==> src/rtl/sr_latch_driver.sv <==
// sr_latch_driver: drives an active-low notS/notR latch with single-sided,
// minimum-width pulses, then reads Q/notQ back through synchronizers to
// confirm the latch took the requested value.
module sr_latch_driver #(
   parameter int PULSE_CYCLES  = 4,   // cycles the selected input is held low (>=1)
   parameter int SETTLE_CYCLES = 2    // idle-high cycles before readback (>=2)
) (
   input  logic clk,
   input  logic rst,
   input  logic set_req,
   input  logic clr_req,
   input  logic q_in,
   input  logic notq_in,
   output logic notS,
   output logic notR,
   output logic busy,
   output logic done,
   output logic error,
   output logic state_q
);

   localparam int MAXC = (PULSE_CYCLES > SETTLE_CYCLES) ? PULSE_CYCLES : SETTLE_CYCLES;
   localparam int CW   = (MAXC > 1) ? $clog2(MAXC) : 1;

   typedef enum logic [1:0] {IDLE, PULSE, SETTLE, CHECK} fsmState_t;

   fsmState_t      fsmState;
   logic [CW-1:0]  cnt;
   logic           op;        // 1 = set, 0 = clear
   logic [1:0]     qSync;
   logic [1:0]     notqSync;
   logic           pairOk;

   // Two-flop synchronizers for the asynchronous latch feedback
   always_ff @(posedge clk) begin
      if (rst) begin
         qSync    <= '0;
         notqSync <= '0;
      end else begin
         qSync    <= {qSync[0], q_in};
         notqSync <= {notqSync[0], notq_in};
      end
   end

   // A Q==notQ pair can never equal the expected complementary pair, so a
   // forbidden or metastable latch always shows up as a mismatch.
   assign pairOk = (qSync[1] == op) && (notqSync[1] == ~op);

   // Main sequencer; notS/notR come from a single op bit, so both can never be low
   always_ff @(posedge clk) begin
      if (rst) begin
         fsmState <= IDLE;
         cnt      <= '0;
         op       <= 1'b0;
         notS     <= 1'b1;
         notR     <= 1'b1;
         busy     <= 1'b0;
         done     <= 1'b0;
         error    <= 1'b0;
         state_q  <= 1'b0;
      end else begin
         done  <= 1'b0;
         error <= 1'b0;
         case (fsmState)
            IDLE: begin
               notS <= 1'b1;
               notR <= 1'b1;
               busy <= 1'b0;
               if (set_req && clr_req) begin
                  error <= 1'b1;
               end else if (set_req ^ clr_req) begin
                  op       <= set_req;
                  cnt      <= '0;
                  busy     <= 1'b1;
                  notS     <= ~set_req;
                  notR     <= set_req;
                  fsmState <= PULSE;
               end
            end
            PULSE: begin
               if (cnt == CW'(PULSE_CYCLES - 1)) begin
                  notS     <= 1'b1;
                  notR     <= 1'b1;
                  cnt      <= '0;
                  fsmState <= SETTLE;
               end else begin
                  cnt <= cnt + 1'b1;
               end
            end
            SETTLE: begin
               if (cnt == CW'(SETTLE_CYCLES - 1)) begin
                  cnt      <= '0;
                  fsmState <= CHECK;
               end else begin
                  cnt <= cnt + 1'b1;
               end
            end
            CHECK: begin
               state_q  <= qSync[1];
               busy     <= 1'b0;
               done     <= pairOk;
               error    <= ~pairOk;
               fsmState <= IDLE;
            end
            default: begin
               fsmState <= IDLE;
               notS     <= 1'b1;
               notR     <= 1'b1;
               busy     <= 1'b0;
            end
         endcase
      end
   end

endmodule

==> config.mk <==
export PLATFORM = sky130hd
export DESIGN_NAME = sr_latch_driver
export DESIGN_NICKNAME = d
export VERILOG_FILES = /design/src/rtl/sr_latch_driver.sv
export SDC_FILE = /design/constraint.sdc
export NUM_CORES = 1
export LEC_CHECK = 0
export BUFFER_PORTS_ARGS = -buffer_cell sky130_fd_sc_hd__clkbuf_2
export CAP_MARGIN = 20
export CORE_UTILIZATION = 50
export CTS_CLUSTER_SIZE = 40
export DETAILED_ROUTE_END_ITERATION = 10
export PLACE_DENSITY_LB_ADDON = 0.15
export SKIP_LAST_GASP = 1
export SYNTH_ARGS = -nofsm -noshare
export SYNTH_HDL_FRONTEND = slang
export SYNTH_SLANG_ARGS = --single-unit
==> constraint.sdc <==
create_clock -name clk -period 2.8 [get_ports clk]
set_clock_uncertainty 0.05 [all_clocks]
set_input_delay 0.42 -clock clk [delete_from_list [all_inputs] [get_ports clk]]
set_output_delay 0.42 -clock clk [all_outputs]
set_load 0.01 [all_outputs]
Yosys cells after proc, flatten, opt, wreduce, memory -nomap -nowiden

Index checks and enable logic that the tools add are counted.

Add/subtract/negate cells: 1
Equal/unequal tests: 11
Mux-type cells: 22
Bitwise logic cells: 6
Reduce and logical (&&, ||, !) cells: 11

Operators by type and width:

| cell                  | count |
|---|---|
| $mux W2               | 8 |
| $mux W1               | 8 |
| $ne A2 B2 Y1 const B  | 4 |
| $pmux W1 S2           | 4 |
| $pmux W2 S4           | 1 |
| $eq A2 B2 Y1 const B  | 3 |
| $pmux W2 S3           | 1 |
| $reduce_and A3 Y1     | 2 |
| $not A1 Y1            | 5 |
| $eq A2 B1 Y1 const B  | 2 |
| $reduce_and A4 Y1     | 1 |
| $reduce_bool A2 Y1    | 2 |
| $reduce_bool A3 Y1    | 1 |
| $add A2 B1 Y2 const B | 1 |
| $eq A1 B1 Y1          | 2 |
| $logic_and A1 B1 Y1   | 2 |
| $logic_not A2 Y1      | 1 |
| $reduce_and A2 Y1     | 1 |
| $reduce_or A2 Y1      | 1 |
| $xor A1 B1 Y1         | 1 |

Register bits after elaboration: 15
Bits of input ports: 6

Longest topological paths before layout

Gate-level depths: netlist (run 1).

Word-level depth: 5
Gate-level depth with buffers: 5
Depth with buffers taken out: 5

Worst setup path before layout (run 1)

Ideal clock, no wire load.

Path type: input port to flip-flop
Start: in set_req
End: reg fsmState[0]
Data arrival time: 1.548 ns
Setup slack: 1.086 ns
Stages: 5
Path through: inv_1 ha_1 a22o_1 or4_1 o211a_1

Word-level cells in the longest chain between the ends: 3

RTL lines:

| item                                                 | line   | RTL |
|---|---|---|
| start: declaration                                   | 10     | `input logic set_req,` |
| $xor A1 B1 Y1 or $logic_and A1 B1 Y1 (tied branches) | 71, 69 |  |
| $ne A2 B2 Y1 (no line)                               | --     |  |
| $reduce_and A4 Y1 (no line) *                        | --     |  |
| end signal: assignment                               | 77     | `fsmState <= PULSE;` |
| end signal: assignment                               | 85     | `fsmState <= SETTLE;` |
| end signal: assignment                               | 93     | `fsmState <= CHECK;` |
| end: declaration                                     | 27     | `fsmState_t fsmState;` |

Every way passes the cells marked *; elsewhere a longest branch is shown, timed or not.
A chain may end at the register's enable or synchronous reset.

Worst setup path after layout (run 1)

Start: reg fsmState[0]
End: reg fsmState[0]

Word-level cells in the longest chain between the ends: 3

RTL lines:

| item                                       | line | RTL |
|---|---|---|
| start signal: assignment                   | 52   | `fsmState <= IDLE;` |
| start signal: assignment                   | 77   |  |
| start signal: assignment                   | 85   |  |
| $eq A2 B2 Y1, or another cell as far along | 64   | `case (fsmState)` |
| $ne A2 B2 Y1 (no line)                     | --   |  |
| $reduce_and A4 Y1 (no line)                | --   |  |

Several ways; a longest one is shown, not always the timed one.

==> flow_metrics.tcl, run 1 <==
set metrics [dict create \
    crit_path_start_kind "flip-flop" \
    htree_num_levels 1 \
    wire_per_inst_um 11.7 \
    grt_antenna_before_repair 0 \
    drv_cap 0 \
    place_inst 103 \
    tightest_slew_ns 0.339 \
    cts_buffer_depth 2 \
    yosys_register_bits 15 \
    worstHoldPathType "primary input to flip-flop" \
    worst-endpoint-required_ns 2.93 \
    min_period_ns 1.84 \
    rsz0062_at_grt "false" \
    p_per_area_mw_per_mm2 835 \
    firstDrtPassIters 4 \
    grt.overflow.total 0 \
    synthCells 78 \
    cts.clk_slew.worst_paths_ns 0.08 \
    ir_worst_vdd_mv 0.488 \
    grt_pass1_wl_um 1900 \
    worst_setup_path_end_kind "flip-flop" \
    avgViaCountPerCell 5.34 \
    worst-path-max-fanout 7 \
    synth-warning-count 0 \
    largest_net_degree_at_the_start_of_global_routing 13 \
    worst_ep_arrival_time_ns 1.96 \
    endpoint "fsmState[0]" \
    syn-cell-area_um2 749 \
    layout.cells.non_filler 107 \
    detailedPlacementHpwl_um 971 \
    std_cell_rows 13 \
    antenna_cells_inserted 0 \
    finalNetCount 110 \
    start_util 0.555 \
    timing_hold_violations_final 0 \
    syn-mean-instance-area_um2 9.61 \
    hold_ws_ns 0.299 \
    fmaxAchievable_mhz 545 \
    critPathKind "flip-flop to flip-flop" \
    critPathLaunch "fsmState[0]" \
    cts.sink_count 15 \
    input_output_buffers 11 \
    fin_setup_tns_ns 0 \
    core_region_area_mm2 0.00135 \
    final_replace_weighted_congestion 0.780 \
    r2r-start "fsmState[0]" \
    seq_area_frac_synth 0.401 \
    max-slew-margin-rel 0.772 \
    syn_nets 95 \
    die_x_um 40.7 \
    setup_viol 0 \
    detail_route.iter0.violations 17 \
    chipHeight_um 40.7 \
    regArea_um2 300 \
    floorplan.die_area_mm2 0.00166 \
    timing.rr.end "fsmState[0]" \
    via_count_of_the_first_global_routing_pass 485 \
    finalMaxSlewViolations 0 \
    drive_gt1_frac 0.163 \
    hold_path_startpoint "notq_in" \
    timing.reg2reg.worst_path_depth 5 \
    area_growth_pct 12.9 \
    multi_input_area_um2 419 \
    top_level_ports 12 \
    postCtsResizedCells 0 \
    synth_cell_type_count 23 \
    postCtsSetupRepairBufs 0 \
    drtAntennaViolNets 0 \
    groute.usage.overall 0.176 \
    root_buffer "sky130_fd_sc_hd__clkbuf_4" \
    fill_cells 125 \
    worst_skew_pair.late_latency_ns 0.27 \
    routed_wirelength_um 1250 \
    run_status "finished clean" \
    power.static_leakage_nw 0.390 \
    hold_buffers 0 \
    num_vias 571 \
    cts_tree "built" \
    post-route-drc-count 0 \
    finalCritPeriodShare 0.656 \
    cts_made_buffers 3 \
    worst-r2r-setup-slack_ns 0.96 \
]
## stage by stage
| step | setup WS, ns | area (µm²) | utilization | power (mW) |
|---|---|---|---|---|
| floorplan | 1.09 | 749 | - | 0.518 |
| global placement | 0.919 | 820 | 0.607 | 0.588 |
| detailed placement | 0.864 | 820 | 0.607 | 0.591 |
| CTS | 0.971 | 846 | 0.627 | 0.714 |
| global route | 0.859 | 846 | 0.627 | 0.765 |
| finish | 0.964 | 846 | 0.627 | 0.707 |
## layer usage
layer  routed length, µm  global-route usage
met1                 583               0.204
met2                 635               0.313
met3                  28              0.0326
met4                   6              0.0750
met5                   0                   0
## where the power goes
part           leakage [nW]  switching (mW)  total (mW)  internal (mW)
registers             0.123          0.0270       0.279          0.252
clock network        0.0150          0.0646       0.120         0.0552
logic                 0.252           0.170       0.308          0.138
total                 0.390           0.261       0.707          0.445
## kinds of logic after synthesis
kind of cell / share of synthesized area
buffers and inverters: 0.0401
adders and majority gates: 0.184
muxes: 0.0551
and+or+nand+nor: 0.187
AOI/OAI and AO/OA: 0.134
DFF: 0.401
## cells in the final DEF, fill, tap and decap left out
| master | instances |
|---|---|
| sky130_fd_sc_hd__dfxtp_1 | 15 |
| sky130_fd_sc_hd__a21oi_1 | 4 |
| sky130_fd_sc_hd__a32o_1 | 1 |
| sky130_fd_sc_hd__o211a_1 | 1 |
| sky130_fd_sc_hd__nor3b_1 | 1 |
| sky130_fd_sc_hd__nand2_1 | 4 |
| sky130_fd_sc_hd__inv_1 | 7 |
| sky130_fd_sc_hd__o21ai_0 | 2 |
| sky130_fd_sc_hd__nor2b_1 | 9 |
| sky130_fd_sc_hd__clkbuf_2 | 11 |
| sky130_fd_sc_hd__ha_1 | 11 |
| sky130_fd_sc_hd__a22oi_1 | 1 |
| sky130_fd_sc_hd__mux2i_1 | 3 |
| sky130_fd_sc_hd__mux2_2 | 1 |
| sky130_fd_sc_hd__o2bb2ai_1 | 2 |
| sky130_fd_sc_hd__clkbuf_1 | 1 |
| sky130_fd_sc_hd__o2111ai_1 | 1 |
| sky130_fd_sc_hd__nor2_1 | 6 |
| sky130_fd_sc_hd__nor3_1 | 2 |
| sky130_fd_sc_hd__clkbuf_4 | 3 |
| sky130_fd_sc_hd__o211ai_1 | 1 |
| sky130_fd_sc_hd__and3b_1 | 1 |
| sky130_fd_sc_hd__or4_1 | 1 |
| sky130_fd_sc_hd__and2_1 | 2 |
| sky130_fd_sc_hd__a22o_1 | 1 |
## critical path, stage by stage, from the launching register on
cell and delay, ns:
sky130_fd_sc_hd__dfxtp_1 0.40, sky130_fd_sc_hd__inv_1 0.10, sky130_fd_sc_hd__ha_1 0.28, sky130_fd_sc_hd__a22o_1 0.29
sky130_fd_sc_hd__or4_1 0.47, sky130_fd_sc_hd__o211a_1 0.13
## cells in the mapped netlist (all sizes together)
cell,instances,area share
mux2i,3,0.040
nor2b,9,0.075
a22o,1,0.012
nor3,2,0.013
a32o,1,0.013
mux2,1,0.015
nand2,4,0.020
and3b,1,0.012
o211ai,1,0.010
o2111ai,1,0.012
or4,1,0.010
o211a,1,0.013
dfxtp,15,0.40
inv,7,0.035
nor3b,1,0.010
a22oi,1,0.010
and2,2,0.017
ha,11,0.18
nor2,6,0.030
clkbuf,1,0.0050
o2bb2ai,2,0.023
o21ai,2,0.013
a21oi,4,0.027
## area by class of cell
type / instances / area share
tap: 15 / 0.0222
timing repair buffer: 11 / 0.0651
multi-input combinational: 55 / 0.496
sequential: 15 / 0.355
clock buffer: 4 / 0.0311
inverter: 7 / 0.0311
## state kept, by name, indices dropped and copies added, names as in the netlist
register and flops:
busy 1, cnt 2, done 1, error 1, fsmState 2, notR 1
notS 1, notqSync 2, op 1, qSync 2, state_q 1
## how the worst min path moves through the flow
stage	end	slack [ns]	cells after the start
finish	notqSync[0]	0.30	2
global route	qSync[0]	0.30	2
CTS	notqSync[0]	0.29	2
detailed placement	qSync[1]	0.38	1
global placement	qSync[1]	0.37	1
floorplan	notqSync[1]	0.36	1
No activity file was read; power rests on OpenSTA's default activity.
==> inputs of run 2 (changes only) <==
ABC_AREA = 1   (was not set)
clock period = 1.91 ns   (was 2.8 ns; I/O delays follow)
==> flow_metrics.tcl, run 2 <==
set metrics [dict create \
    synthFlopType "sky130_fd_sc_hd__dfxtp_1" \
    syn-cell-area_um2 771 \
    fin_setup_tns_ns 0 \
    fill_cells 134 \
    placement.setup.worst_slack_ns 0.440 \
    start_util 0.564 \
    chipHeight_um 41.3 \
    detail_route.iter0.violations 8 \
    drtAntennaViolNets 0 \
    num_vias 645 \
    wire_per_inst_um 9.74 \
    core_region_area_mm2 0.00137 \
    die_x_um 41.3 \
    top_signal_layer_used "met4" \
    max-slew-margin-rel 0.819 \
    area_growth_pct 13.1 \
    drive_gt1_frac 0.148 \
    setup_viol 0 \
    grt_pass1_wl_um 2060 \
    htree_num_levels 1 \
    timing_hold_violations_final 0 \
    worstHoldPathType "primary input to flip-flop" \
    worst-path-max-fanout 6 \
    worst-endpoint-required_ns 2.05 \
    cts.clk_slew.worst_paths_ns 0.09 \
    routed_wirelength_um 1340 \
    regArea_um2 300 \
    avgViaCountPerCell 4.71 \
    synth.area.top_cells "sky130_fd_sc_hd__dfxtp_1, sky130_fd_sc_hd__ha_1, sky130_fd_sc_hd__nand2_1, sky130_fd_sc_hd__inv_1, sky130_fd_sc_hd__nor2_1" \
    synth-warning-count 0 \
    finalNetCount 140 \
    ir_worst_vdd_mv 0.731 \
    multi_input_area_um2 392 \
    finalMaxSlewViolations 0 \
    yosys_register_bits 15 \
    post-route-drc-count 0 \
    groute.usage.overall 0.198 \
    post-route-worst-setup-slack_ns 0.449 \
    finalCritPeriodShare 0.765 \
    wl_met3_um 39 \
    std_cell_rows 13 \
    critPathKind "flip-flop to flip-flop" \
    top_level_ports 12 \
    final_replace_weighted_congestion 0.722 \
    route.layer.met1.wl_um 632 \
    synthCells 107 \
    synth_largest_area_cell "sky130_fd_sc_hd__dfxtp_1" \
    postCtsSetupRepairBufs 0 \
    grt_antenna_before_repair 0 \
    firstDrtPassIters 4 \
    final_common_cell "sky130_fd_sc_hd__nand2_1" \
    antenna_cells_inserted 0 \
    min_period_ns 1.46 \
    hold_buffers 0 \
    cts.sink_count 15 \
    power.static_leakage_nw 0.456 \
    worst_setup_path_end_kind "flip-flop" \
    p_per_area_mw_per_mm2 1320 \
    fmaxAchievable_mhz 684 \
    drv_cap 0 \
    seq_area_frac_synth 0.390 \
    most_used_standard_cells_in_the_synthesized_netlist "sky130_fd_sc_hd__nand2_1, sky130_fd_sc_hd__inv_1, sky130_fd_sc_hd__dfxtp_1, sky130_fd_sc_hd__nor2_1, sky130_fd_sc_hd__ha_1" \
    tightest_slew_ns 0.270 \
    synth.most_common_cell "sky130_fd_sc_hd__nand2_1" \
    detailedPlacementHpwl_um 1080 \
    synth_cell_type_count 12 \
    met2_length_um 631 \
    rsz0062_at_grt "false" \
    run_status "finished clean" \
    worst_skew_pair.late_latency_ns 0.29 \
    place_inst 133 \
    postCtsResizedCells 0 \
    grt.overflow.total 0 \
    syn-mean-instance-area_um2 7.20 \
    layout.cells.most_common_list "sky130_fd_sc_hd__nand2_1, sky130_fd_sc_hd__inv_1, sky130_fd_sc_hd__nor2_1, sky130_fd_sc_hd__dfxtp_1" \
    cts_buffer_depth 2 \
    cts_made_buffers 3 \
    largest_net_degree_at_the_start_of_global_routing 11 \
    cts_tree "built" \
    crit_path_start_kind "flip-flop" \
    floorplan.die_area_mm2 0.00170 \
    layout.cells.non_filler 137 \
    post_synth_edffs 0 \
    input_output_buffers 11 \
    worst_ep_arrival_time_ns 1.60 \
    synth_top_area_share 0.390 \
    root_buffer "sky130_fd_sc_hd__clkbuf_4" \
    share_of_flip_flops_with_an_asynchronous_set_or_reset 0 \
    syn_nets 124 \
    via_count_of_the_first_global_routing_pass 527 \
]
-- run 2: changes by cell type in the layout (fill, tap and decap cells not counted), moves of 2 or more --
cell | previous run | this run
sky130_fd_sc_hd__nand2_1 | 4 | 27
sky130_fd_sc_hd__inv_1 | 7 | 20
sky130_fd_sc_hd__nor2_1 | 6 | 15
sky130_fd_sc_hd__nor2b_1 | 9 | 0
sky130_fd_sc_hd__nand3_1 | 0 | 4
sky130_fd_sc_hd__o21ai_0 | 2 | 6
sky130_fd_sc_hd__mux2i_1 | 3 | 0
sky130_fd_sc_hd__and2_1 | 2 | 0
sky130_fd_sc_hd__nand2_2 | 0 | 2
sky130_fd_sc_hd__nor3_1 | 2 | 0
sky130_fd_sc_hd__o2bb2ai_1 | 2 | 0
-- run 2: cells by family after synthesis --
group           after synthesis  synth area share
fa+ha+maj                    11             0.179
compound gates               11            0.0747
simple gates                 49             0.255
flops                        15             0.390
buf+inv                      21             0.102
-- run 2: per-layer routing --
layer | track usage | up-vias
met2 | 0.328 | 14
met3 | 0.0489 | 5
li1 | - | 354
met1 | 0.227 | 272
met4 | 0.121 | 0
met5 | 0 | -
-- run 2: worst max-delay path: stages (launching register included) --
cell                      delay (ns)
sky130_fd_sc_hd__dfxtp_1        0.39
sky130_fd_sc_hd__inv_1          0.10
sky130_fd_sc_hd__ha_1           0.29
sky130_fd_sc_hd__nand2_2        0.13
sky130_fd_sc_hd__nand2_2        0.07
sky130_fd_sc_hd__nor2_2         0.17
sky130_fd_sc_hd__nand2_1        0.07
sky130_fd_sc_hd__nand2_1        0.06
sky130_fd_sc_hd__nor2_1         0.05
-- run 2: final timing paths --
kind                     from     endpoint  slack [ns]  depth (start not counted)
setup / recovery  fsmState[0]  fsmState[1]        0.45                          8
hold / removal           q_in     qSync[0]        0.13                          3
setup reg to reg  fsmState[0]  fsmState[1]        0.45                          8
hold reg to reg      qSync[0]     qSync[1]        0.36                          2
-- run 2: through the flow --
stage / instance area [µm²] / hold WS, ns / util / power (mW)
floorplan: 771 / 0.306 / - / 0.843
global placement: 845 / 0.349 / 0.618 / 0.952
detailed placement: 845 / 0.352 / 0.618 / 0.968
CTS: 872 / 0.122 / 0.638 / 1.15
global route: 872 / 0.116 / 0.638 / 1.25
finish: 872 / 0.126 / 0.638 / 1.15
-- run 2: where the power goes --
group	internal (mW)	switching (mW)
registers	0.377	0.0498
clock network	0.0779	0.109
logic	0.195	0.343
-- run 2: cell type report --
cell class,count,share of cell area
Clock buffer,3,0.0258
Clock inverter,1,0.00574
Inverter,21,0.0904
Multi-Input combinational cell,71,0.449
Sequential cell,15,0.344
Tap cell,15,0.0215
Timing Repair Buffer,11,0.0631
==> inputs of run 3 (changes only) <==
CORE_UTILIZATION = 48   (was 50)
clock period = 1.3 ns   (was 1.91 ns; I/O delays follow)
==> flow_metrics.tcl, run 3 (synthesis gave the netlist of run 2 again) <==
set metrics [dict create \
    run_status "finished clean" \
    cts_made_buffers 3 \
    detail_route.iter0.violations 7 \
    timing_hold_violations_final 0 \
    wire_per_inst_um 9.91 \
    fill_cells 144 \
    cts_tree "built" \
    worst-r2r-setup-slack_ns 0.06 \
    finalMaxSlewViolations 0 \
    drive_gt1_frac 0.351 \
    firstDrtPassIters 4 \
    die_x_um 42.1 \
    worst_ep_arrival_time_ns 1.37 \
    cts_buffer_depth 2 \
    multi_input_area_um2 453 \
    grt_pass1_wl_um 2530 \
    num_vias 705 \
    area_growth_pct 33.9 \
    final_common_cell "sky130_fd_sc_hd__nand2_1" \
    finalCritPeriodShare 0.951 \
    place_inst 146 \
    antenna_cells_inserted 0 \
    drtAntennaViolNets 0 \
    grt_antenna_before_repair 0 \
    std_cell_rows 14 \
    fmaxAchievable_mhz 809 \
    core_region_area_mm2 0.00151 \
    post-route-drc-count 0 \
    regArea_um2 304 \
    p_per_area_mw_per_mm2 2120 \
    ir_worst_vdd_mv 1.10 \
    fin_util 0.685 \
    layout.cells.non_filler 150 \
    crit_path_start_kind "flip-flop" \
    worst-path-max-fanout 4 \
    root_buffer "sky130_fd_sc_hd__clkbuf_4" \
    power.static_leakage_nw 0.517 \
    setup_viol 0 \
    htree_num_levels 1 \
    floorplan.die_area_mm2 0.00177 \
    worst-endpoint-required_ns 1.43 \
    critPathKind "flip-flop to flip-flop" \
    fin_area_mm2 0.00103 \
    fin_total_pwr_mw 2.19 \
    largest_net_degree_at_the_start_of_global_routing 11 \
    drv_cap 0 \
    grt.overflow.total 0 \
    worst_skew_pair.late_latency_ns 0.28 \
    min_period_ns 1.24 \
    rsz0062_at_grt "true" \
    routed_wirelength_um 1490 \
    tightest_slew_ns 0.286 \
    finalNetCount 152 \
    cts.clk_slew.worst_paths_ns 0.09 \
    top_level_ports 12 \
    cts.sink_count 15 \
    avgViaCountPerCell 4.70 \
    hold_buffers 0 \
    via_count_of_the_first_global_routing_pass 674 \
    start_util 0.512 \
    worst_setup_path_end_kind "flip-flop" \
    final_replace_weighted_congestion 0.814 \
    fin_setup_tns_ns 0 \
    groute.usage.overall 0.188 \
    layout.cells.most_common_list "sky130_fd_sc_hd__nand2_1, sky130_fd_sc_hd__inv_1, sky130_fd_sc_hd__nor2_1" \
    detailedPlacementHpwl_um 1090 \
    input_output_buffers 11 \
    placed_cell_area_um2 936 \
    chipHeight_um 42.1 \
    postCtsSetupRepairBufs 0 \
    max-slew-margin-rel 0.808 \
    worstHoldPathType "primary input to flip-flop" \
]
==> run 3: area by class of cell <==
cell class | count | share of cell area
Sequential cell | 15 | 0.295
Inverter | 21 | 0.0812
Multi-Input combinational cell | 71 | 0.439
Timing Repair Buffer | 23 | 0.141
Clock buffer | 4 | 0.0255
Tap cell | 16 | 0.0194
==> run 3: power breakdown <==
part           switching (mW)  internal, mW
clock network           0.151         0.119
logic                   0.713         0.582
registers              0.0641         0.564
==> run 3: repair_timing <==
item,in CTS,in global routing
setup endpoints to repair,5,7
pin swaps,0,6
resized for setup,3,24
==> run 3: worst max-delay path, cell delays in order (launching register included) <==
cell and delay (ns):
sky130_fd_sc_hd__dfxtp_2 0.34, sky130_fd_sc_hd__buf_4 0.14, sky130_fd_sc_hd__ha_2 0.18, sky130_fd_sc_hd__nand2_2 0.07, sky130_fd_sc_hd__nand2_2 0.07, sky130_fd_sc_hd__nor2_4 0.14
sky130_fd_sc_hd__nand2_1 0.06, sky130_fd_sc_hd__nand2_1 0.05, sky130_fd_sc_hd__nor2_1 0.04
==> run 3: routing by layer <==
| layer | GRT usage | routed length, µm | vias up |
|---|---|---|---|
| li1 | - | - | 373 |
| met1 | 0.217 | 665 | 313 |
| met2 | 0.338 | 753 | 17 |
| met3 | 0.0388 | 53 | 2 |
| met4 | 0.0750 | 14 | 0 |
| met5 | 0 | 0 | - |
==> run 3: worst paths after layout <==
kind	from	end	depth (start not counted)
hold / removal	notq_in	notqSync[0]	3
setup / recovery	fsmState[1]	fsmState[1]	8
setup reg to reg	fsmState[1]	fsmState[1]	8
hold reg to reg	notqSync[0]	notqSync[1]	2
==> run 3: through the flow <==
| step | hold WS, ns | setup WS (ns) |
|---|---|---|
| 6_report | 0.0402 | 0.0638 |
| 5_1_grt | 0.0489 | -0.0177 |
| 4_1_cts | 0.0383 | -0.00489 |
| 3_5_place_dp | 0.346 | -0.0461 |
| 3_3_place_gp | 0.339 | -0.0618 |
| 2_1_floorplan | 0.214 | 0.00179 |
